===== config.mk =====
export PLATFORM = sky130hd
export DESIGN_NAME = bullet_pool_ctrl
export DESIGN_NICKNAME = d
export VERILOG_FILES = /design/src/rtl/bullet_pool_ctrl.sv
export SDC_FILE = /design/constraint.sdc
export NUM_CORES = 1
export LEC_CHECK = 0
export BUFFER_PORTS_ARGS = -buffer_cell sky130_fd_sc_hd__buf_4
export CAP_MARGIN = 40
export CELL_PAD_IN_SITES_DETAIL_PLACEMENT = 1
export CELL_PAD_IN_SITES_GLOBAL_PLACEMENT = 2
export CORE_MARGIN = 10
export CORE_UTILIZATION = 30
export CTS_CLUSTER_SIZE = 28
export DETAILED_ROUTE_END_ITERATION = 10
export PLACE_DENSITY = 0.88
export REMOVE_ABC_BUFFERS = 1
export SLEW_MARGIN = 10
export SYNTH_ARGS = -nofsm -noshare
export SYNTH_HDL_FRONTEND = slang
export SYNTH_SLANG_ARGS = --single-unit

===== constraint.sdc =====
create_clock -name clk -period 1.7 [get_ports clk]
set_input_delay 0.085 -clock clk [delete_from_list [all_inputs] [get_ports clk]]
set_output_delay 0.085 -clock clk [all_outputs]
set_load 0.02 [all_outputs]

===== src/rtl/bullet_pool_ctrl.sv =====
// ---------------------------------------------------------------------------
// bullet_pool_ctrl
// Schedules a player's pool of bullet instances: turns fire requests into a
// one-cycle launch pulse on a free slot, enforces cooldown / magazine /
// reload timing on frame ticks, and accumulates per-slot hits into a
// saturating counter.
//
// Build option:
//   BULLET_RR_ARB_EN  defined   -> round-robin slot arbitration (rr_ptr)
//                     undefined -> fixed priority, lowest free slot wins
// ---------------------------------------------------------------------------
module bullet_pool_ctrl #(
  parameter int N_SLOTS        = 4,
  parameter int MAG_SIZE       = 6,
  parameter int COOLDOWN_TICKS = 8,
  parameter int RELOAD_TICKS   = 60
) (
  input  logic               clk,
  input  logic               rst_n,
  input  logic               frame_tick,
  input  logic               attack,
  input  logic               defend,
  input  logic               reload,
  input  logic [N_SLOTS-1:0] slot_busy,
  input  logic [N_SLOTS-1:0] slot_hit,
  output logic [N_SLOTS-1:0] slot_fire,
  output logic [3:0]         ammo,
  output logic [1:0]         state,
  output logic               can_fire,
  output logic [15:0]        hit_count,
  output logic               hit_pulse
);

  localparam int CNT_MAX = (RELOAD_TICKS > COOLDOWN_TICKS) ? RELOAD_TICKS : COOLDOWN_TICKS;
  localparam int CNT_W   = $clog2(CNT_MAX + 1);
  localparam int IDX_W   = (N_SLOTS > 1) ? $clog2(N_SLOTS) : 1;
  // Cooldown load is only meaningful when COOLDOWN_TICKS > 1; clamp to keep it non-negative.
  localparam int CD_LOAD = (COOLDOWN_TICKS > 1) ? (COOLDOWN_TICKS - 2) : 0;

  localparam logic [CNT_W-1:0] RELOAD_LOAD_C   = CNT_W'(RELOAD_TICKS - 1);
  localparam logic [CNT_W-1:0] COOLDOWN_LOAD_C = CNT_W'(CD_LOAD);
  localparam logic [3:0]       MAG_C           = 4'(MAG_SIZE);
  localparam logic [IDX_W-1:0] LAST_IDX_C      = IDX_W'(N_SLOTS - 1);

  typedef enum logic [1:0] {
    ST_READY    = 2'd0,
    ST_COOLDOWN = 2'd1,
    ST_RELOAD   = 2'd2
  } state_e;

  state_e             state_q, state_d;
  logic [CNT_W-1:0]   cnt_q, cnt_d;
  logic [3:0]         ammo_q, ammo_d;
  logic [N_SLOTS-1:0] slot_fire_q, slot_fire_d;
  logic [15:0]        hit_count_q, hit_count_d;
  logic               hit_pulse_q, hit_pulse_d;

  logic [N_SLOTS-1:0] free_s;
  logic               any_free_s;
  logic [IDX_W-1:0]   grant_idx_s;
  logic [N_SLOTS-1:0] grant_s;
  logic [16:0]        hit_sum_s;

`ifdef BULLET_RR_ARB_EN
  logic [IDX_W-1:0]   rr_ptr_q, rr_ptr_d;
`endif

  // Number of set bits in a hit vector (at most 8 slots, fits in 4 bits).
  function automatic logic [3:0] popcount(input logic [N_SLOTS-1:0] v);
    logic [3:0] n;
    n = 4'd0;
    for (int i = 0; i < N_SLOTS; i++) begin
      n = n + 4'(v[i]);
    end
    return n;
  endfunction

  // A slot just granted stays masked busy until its launch pulse completes,
  // so a tick in the very next cycle cannot grant it a second time.
  assign free_s     = ~(slot_busy | slot_fire_q);
  assign any_free_s = |free_s;

  // Slot arbiter: scan from highest search offset down so the lowest offset wins.
  always_comb begin
    grant_idx_s = '0;
    for (int k = N_SLOTS - 1; k >= 0; k--) begin
`ifdef BULLET_RR_ARB_EN
      grant_idx_s = free_s[(int'(rr_ptr_q) + k) % N_SLOTS]
                    ? IDX_W'((int'(rr_ptr_q) + k) % N_SLOTS) : grant_idx_s;
`else
      grant_idx_s = free_s[k] ? IDX_W'(k) : grant_idx_s;
`endif
    end
    grant_s = any_free_s ? (N_SLOTS'(1'b1) << grant_idx_s) : '0;
  end

  // Fire/cooldown/reload FSM next-state; only frame ticks advance it.
  always_comb begin
    state_d     = state_q;
    cnt_d       = cnt_q;
    ammo_d      = ammo_q;
    slot_fire_d = '0;
`ifdef BULLET_RR_ARB_EN
    rr_ptr_d    = rr_ptr_q;
`endif
    if (frame_tick) begin
      case (state_q)
        ST_READY: begin
          if (reload && (ammo_q < MAG_C)) begin
            state_d = ST_RELOAD;
            cnt_d   = RELOAD_LOAD_C;
          end else if (attack && !defend && (ammo_q != 4'd0) && any_free_s) begin
            slot_fire_d = grant_s;
            ammo_d      = ammo_q - 4'd1;
`ifdef BULLET_RR_ARB_EN
            rr_ptr_d    = (grant_idx_s == LAST_IDX_C) ? '0 : grant_idx_s + IDX_W'(1);
`endif
            if (ammo_q == 4'd1) begin
              state_d = ST_RELOAD;
              cnt_d   = RELOAD_LOAD_C;
            end else if (COOLDOWN_TICKS > 1) begin
              state_d = ST_COOLDOWN;
              cnt_d   = COOLDOWN_LOAD_C;
            end else begin
              state_d = ST_READY;
            end
          end else begin
            // Denied or idle request is dropped; nothing changes.
            state_d = ST_READY;
          end
        end
        ST_COOLDOWN: begin
          if (cnt_q == '0) begin
            state_d = ST_READY;
          end else begin
            cnt_d = cnt_q - CNT_W'(1);
          end
        end
        ST_RELOAD: begin
          if (cnt_q == '0) begin
            state_d = ST_READY;
            ammo_d  = MAG_C;
          end else begin
            cnt_d = cnt_q - CNT_W'(1);
          end
        end
        default: begin
          state_d = ST_READY;
          cnt_d   = '0;
        end
      endcase
    end else begin
      slot_fire_d = '0;
    end
  end

  // Hit accumulation runs every cycle, independent of frame ticks.
  always_comb begin
    hit_sum_s   = {1'b0, hit_count_q} + 17'(popcount(slot_hit));
    hit_count_d = hit_sum_s[16] ? 16'hFFFF : hit_sum_s[15:0];
    hit_pulse_d = |slot_hit;
  end

  // State, counters and registered outputs.
  always_ff @(posedge clk or negedge rst_n) begin
    if (!rst_n) begin
      state_q     <= ST_READY;
      cnt_q       <= '0;
      ammo_q      <= MAG_C;
      slot_fire_q <= '0;
      hit_count_q <= 16'h0000;
      hit_pulse_q <= 1'b0;
    end else begin
      state_q     <= state_d;
      cnt_q       <= cnt_d;
      ammo_q      <= ammo_d;
      slot_fire_q <= slot_fire_d;
      hit_count_q <= hit_count_d;
      hit_pulse_q <= hit_pulse_d;
    end
  end

`ifdef BULLET_RR_ARB_EN
  // Round-robin search start pointer.
  always_ff @(posedge clk or negedge rst_n) begin
    if (!rst_n) begin
      rr_ptr_q <= '0;
    end else begin
      rr_ptr_q <= rr_ptr_d;
    end
  end
`endif

  assign slot_fire = slot_fire_q;
  assign ammo      = ammo_q;
  assign state     = state_q;
  assign hit_count = hit_count_q;
  assign hit_pulse = hit_pulse_q;
  assign can_fire  = (state_q == ST_READY) && (ammo_q != 4'd0) && any_free_s;

endmodule

# After elaboration in Yosys (flattened, before gate mapping)
# Index checks and enable logic that the tools add are counted.
classes:
  n_addsub: 6
  n_lt_le_gt_ge: 1
  eq_ne: 9
  shift: 1
  n_mux: 24
  n_bitwise: 2
  n_reduce_logical: 17
op_table:
  columns: ["operator", "count"]
  rows:
  - ["$mux 4", 8]
  - ["$mux 6", 4]
  - ["$add 16x4->17", 1]
  - ["$mux 16", 1]
  - ["$mux 2", 8]
  - ["$pmux 6 s2", 1]
  - ["$ne 2x2->1 const B", 4]
  - ["$pmux 4 s2", 1]
  - ["$reduce_or 4->1", 2]
  - ["$logic_and 1x1->1", 6]
  - ["$logic_not 6->1", 1]
  - ["$sub 6x1->6 const B", 1]
  - ["$reduce_and 5->1", 1]
  - ["$add 3x1->4", 1]
  - ["$eq 4x1->1 const B", 1]
  - ["$lt 4x3->1 const B", 1]
  - ["$not 4->4", 1]
  - ["$or 4x4->4", 1]
  - ["$pmux 2 s2", 1]
  - ["$reduce_bool 4->1", 1]
  - ["$shl 1x2->4 const A", 1]
  - ["$sub 4x1->4 const B", 1]
  - ["$add 2x1->3", 1]
  - ["$ne 3x3->1 const B", 1]
  - ["other kinds (10)", 10]
word_totals:
  ff_bits: 33
  in_bits: 14
  output_inout_bits: 28
  word_cells: 66

# Depth between registers and ports, before layout
depth:
  word_depth: 12
  mapped_depth: 10
  mapped_depth_nobuf: 9

# Least setup slack after synthesis
# OpenSTA, ideal clock, no wires.
synth_timing:
  path_kind: "input to register"
  start: "input port slot_hit[0]"
  end: "register hit_count_q[10], in the netlist hit_count[10]"
  setup_ns: 0.068
  arrival_ns: 2.038
  required_ns: 1.632
  path_slack_ns: -0.406
  path_stages: 10
  path_buffers: 1
  cell_sequence: "fa_1 inv_1 fa_1 inv_1 fa_1 nand4_1 nor2_1 nand3_1 clkbuf_1 nand2_1"
synth_via:
  elab_chain_len: 5
synth_rtl:
  columns: ["item", "line", "rtl"]
  rows:
  - ["start: declaration", "25", "input logic [N_SLOTS-1:0] slot_hit,"]
  - ["$add 1x1->2", "73", "n = n + 4'(v[i]);"]
  - ["$add 2x1->3", "73", null]
  - ["$add 3x1->4", "73", null]
  - ["$add 16x4->17", "159", "hit_sum_s = {1'b0, hit_count_q} + 17'(popcount(slot_hit));"]
  - ["$mux 16", "160", "hit_count_d = hit_sum_s[16] ? 16'hFFFF : hit_sum_s[15:0];"]
  - ["named net hit_count_d[10]", "55", "logic [15:0] hit_count_q, hit_count_d;"]
  - ["end signal: assignment", "178", "hit_count_q <= hit_count_d;"]
  - ["end: declaration", "55", null]
# The timed path passes the listed nets, and every way through them passes these cells.
# A chain may end at the register's enable or synchronous reset.

# Worst setup path after layout
layout_timing:
  start: "input port slot_hit[0]"
  end: "register hit_count_q[14], in the netlist hit_count[14]"
# Same word-level chain as after synthesis.

==> metrics.yaml <==
global_routing:
  grt_usage: 0.135
  grt_pass1_vias: 2127
  grt_max_degree: 34
  grt_pass1_wl_mm: 11.0
  grt_overflow: 0
  antenna_found_initial: 0
routing:
  viasPerCell: 5.04
  wirelength_mm: 6.84
  num_vias: 1904
  detail_route.first_pass.iterations: 4
  wl_per_cell_um: 18.1
  postRouteAntennaNets: 0
  drtIter0Drc: 37
  remaining_drc_errors: 0
floorplanning:
  coreArea_um2: 6310
  ios: 42
  start_util: 0.307
  dieWidth_um: 100
  die_height_um: 100
  rows: 29
  dieArea_um2: 10100
worst_hold_path:
  hold_path.class: "in2reg"
clock_tree:
  htree_levels: 2
  cts_tree: "built"
  cts_buffer_depth: 2
  clock-root-buffer: "clkbuf_8"
  cts.clk_slew.worst_paths_ns: 0.07
  insertion_delay_ns: 0.29
  cts_buffers: 5
  clock_sinks: 33
pwr:
  total_leakage_power_nw: 1.48
  finalPower_mw: 4.42
  vdd_drop_max_mv: 0.865
  powerDensity_nw_per_um2: 1420
synthesis:
  yosysUniqueCellTypes: 48
  synthTopCellsByArea: "dfrtp_1 40%, ha_1 6.5%, nand2_1 4.5%"
  yosysSeqAreaShare: 0.427
  syn_avg_cell_area_um2: 9.51
  ys_dominant_reg_cell: "dfrtp_1"
  synth_xor_area_frac: 0.0452
  syn_area_um2: 1940
  synthAdderAreaFrac: 0.0955
  synth_top_area_cell: "dfrtp_1"
  ys_seq_elements: 33
  synth_top_area_frac: 0.400
  async_flop_share: 1.00
  synth-edff-count: 0
  ys_warn_count: 0
  synth_top_family_by_area: "simple AND/OR/NAND/NOR gates"
  synthMuxAreaShare: 0.0284
  synth_compound_gate_area_share: 0.151
  synthSimpleGateAreaFrac: 0.210
  syn_inst: 204
critical_path:
  critical_path_class: "in2reg"
  cp-start-kind: "primary input"
  cp-end-kind: "register"
  crit_path_max_fanout: 4
  cp.arrival_ns: 2.11
  worstPathRequired_ns: 1.88
timing:
  rsz0062_at_grt: "true"
  finalSetupViolations: 32
  setup_ws_ns: -0.234
  worst_pin_slew_ns: 0.455
  hold_viol: 0
  max_slew_margin: 0.696
  tns_ns: -4.06
  fmax_mhz: 517
  period_minus_slack_ns: 1.93
  period_share: 1.14
  clock_skew_ns: 0.00237
  slew_viol_final: 0
cells_and_area:
  antennaDiodeCount: 0
  drive_above_1_share: 0.502
  syn_to_final_growth_pct: 60.7
  final_common_cell: "buf_4"
  fin_cells: 378
  fill_cells: 737
  final_cell_mix: "77 x buf_4, 31 x dfrtp_1, 14 x nand2_1, 13 x inv_1, 10 x nor2_1"
  fin_area_um2: 3120
  nNetsFinal: 327
placement:
  dp.cells: 355
  io_buffers: 41
  place_area_um2: 2590
  place_congestion: 0.803
  dp_hpwl_mm: 4.46
run:
  drv_cap: 0
status:
  violations: "setup timing"
  status: "finished with violations"
-- worst max-delay path, stage by stage --
cell     delay [ns]
buf_8          0.10
fa_1           0.54
inv_2          0.04
fa_2           0.34
inv_2          0.06
fa_2           0.19
nand4_1        0.18
nor2_4         0.22
nand3_2        0.08
mux2_2         0.28
-- synthesized netlist by cell type (4+ instances only) --
cell	count
nor3_1	7
a21oi_1	4
nand3_1	12
ha_1	10
nor2_1	12
dfrtp_1	31
xor2_1	5
inv_1	17
nand2b_1	4
o21ai_0	11
xnor2_1	5
nor2b_1	5
mux2_2	4
nand2_1	23
-- path summary, 6_finish.rpt --
check                                   from             to  slack (ns)  cells after the start
min in group asynchronous              rst_n   hit_count[9]        0.28                      2
worst min-delay path             slot_hit[3]      hit_pulse        0.02                      3
worst max-delay path             slot_hit[0]  hit_count[14]       -0.23                     10
worst max register to register  hit_count[0]  hit_count[14]       -0.20                      8
max in group asynchronous              rst_n        ammo[2]        1.07                      2
worst min register to register      cnt_q[4]       cnt_q[4]        0.50                      2
-- metrics by stage --
stage                     hold WS, ns  utilization  worst slack, ns
after CTS                      0.0114        0.461           -0.204
after floorplan                -0.211            -           -0.426
final                          0.0184        0.494           -0.234
after detailed placement       0.0663        0.411           -0.641
after global placement         0.0623        0.411           -0.605
after global routing           0.0263        0.494           -0.354
-- state kept, by name, summed over array words and instances, names as in the netlist --
register / flops
ammo: 4
hit_count: 16
state: 2
hit_pulse: 1
slot_fire: 4
cnt_q: 6
-- per-layer routing --
metal,GRT usage,share of wire,vias up
li1,-,-,913
met1,0.150,0.41,943
met2,0.247,0.54,39
met3,0.0302,0.034,9
met4,0.0446,0.018,0
met5,0,0,-
-- area by class of cell --
type,count,area [um2],share of cell area
multi-input combinational,151,1270,0.407
inverter,17,63.8,0.0205
sequential,33,828,0.266
clock inverter,1,30.0,0.00963
clock buffer,7,86.3,0.0277
tap,77,96.3,0.0309
timing repair buffer,92,744,0.239
-- cell families after synthesis --
family | Yosys count
AND/OR/NAND/NOR | 81
AO/OA/AOI/OAI | 42
buffers and inverters | 20
flip-flops | 33
multiplexers | 5
adder cells (fa/ha/maj) | 13
XOR/XNOR | 10
-- where the power goes --
group	switching (mW)	internal, mW	total (mW)	leakage, nW
clock	0.301	0.478	0.779	0.0585
sequential	0.239	1.01	1.25	0.417
combinational	1.21	1.18	2.39	1.01
-- timing repair --
action / in CTS / in global routing
endpoints found under the setup margin: 28 / 32
hold buffers: 5 / 0
buffers inserted: 5 / 5
hold endpoints to repair: 35 / 0
cloned: 1 / 0
pin swaps: 20 / 8
gates resized for setup: 39 / 38
No activity file was read; power rests on OpenSTA's default activity.
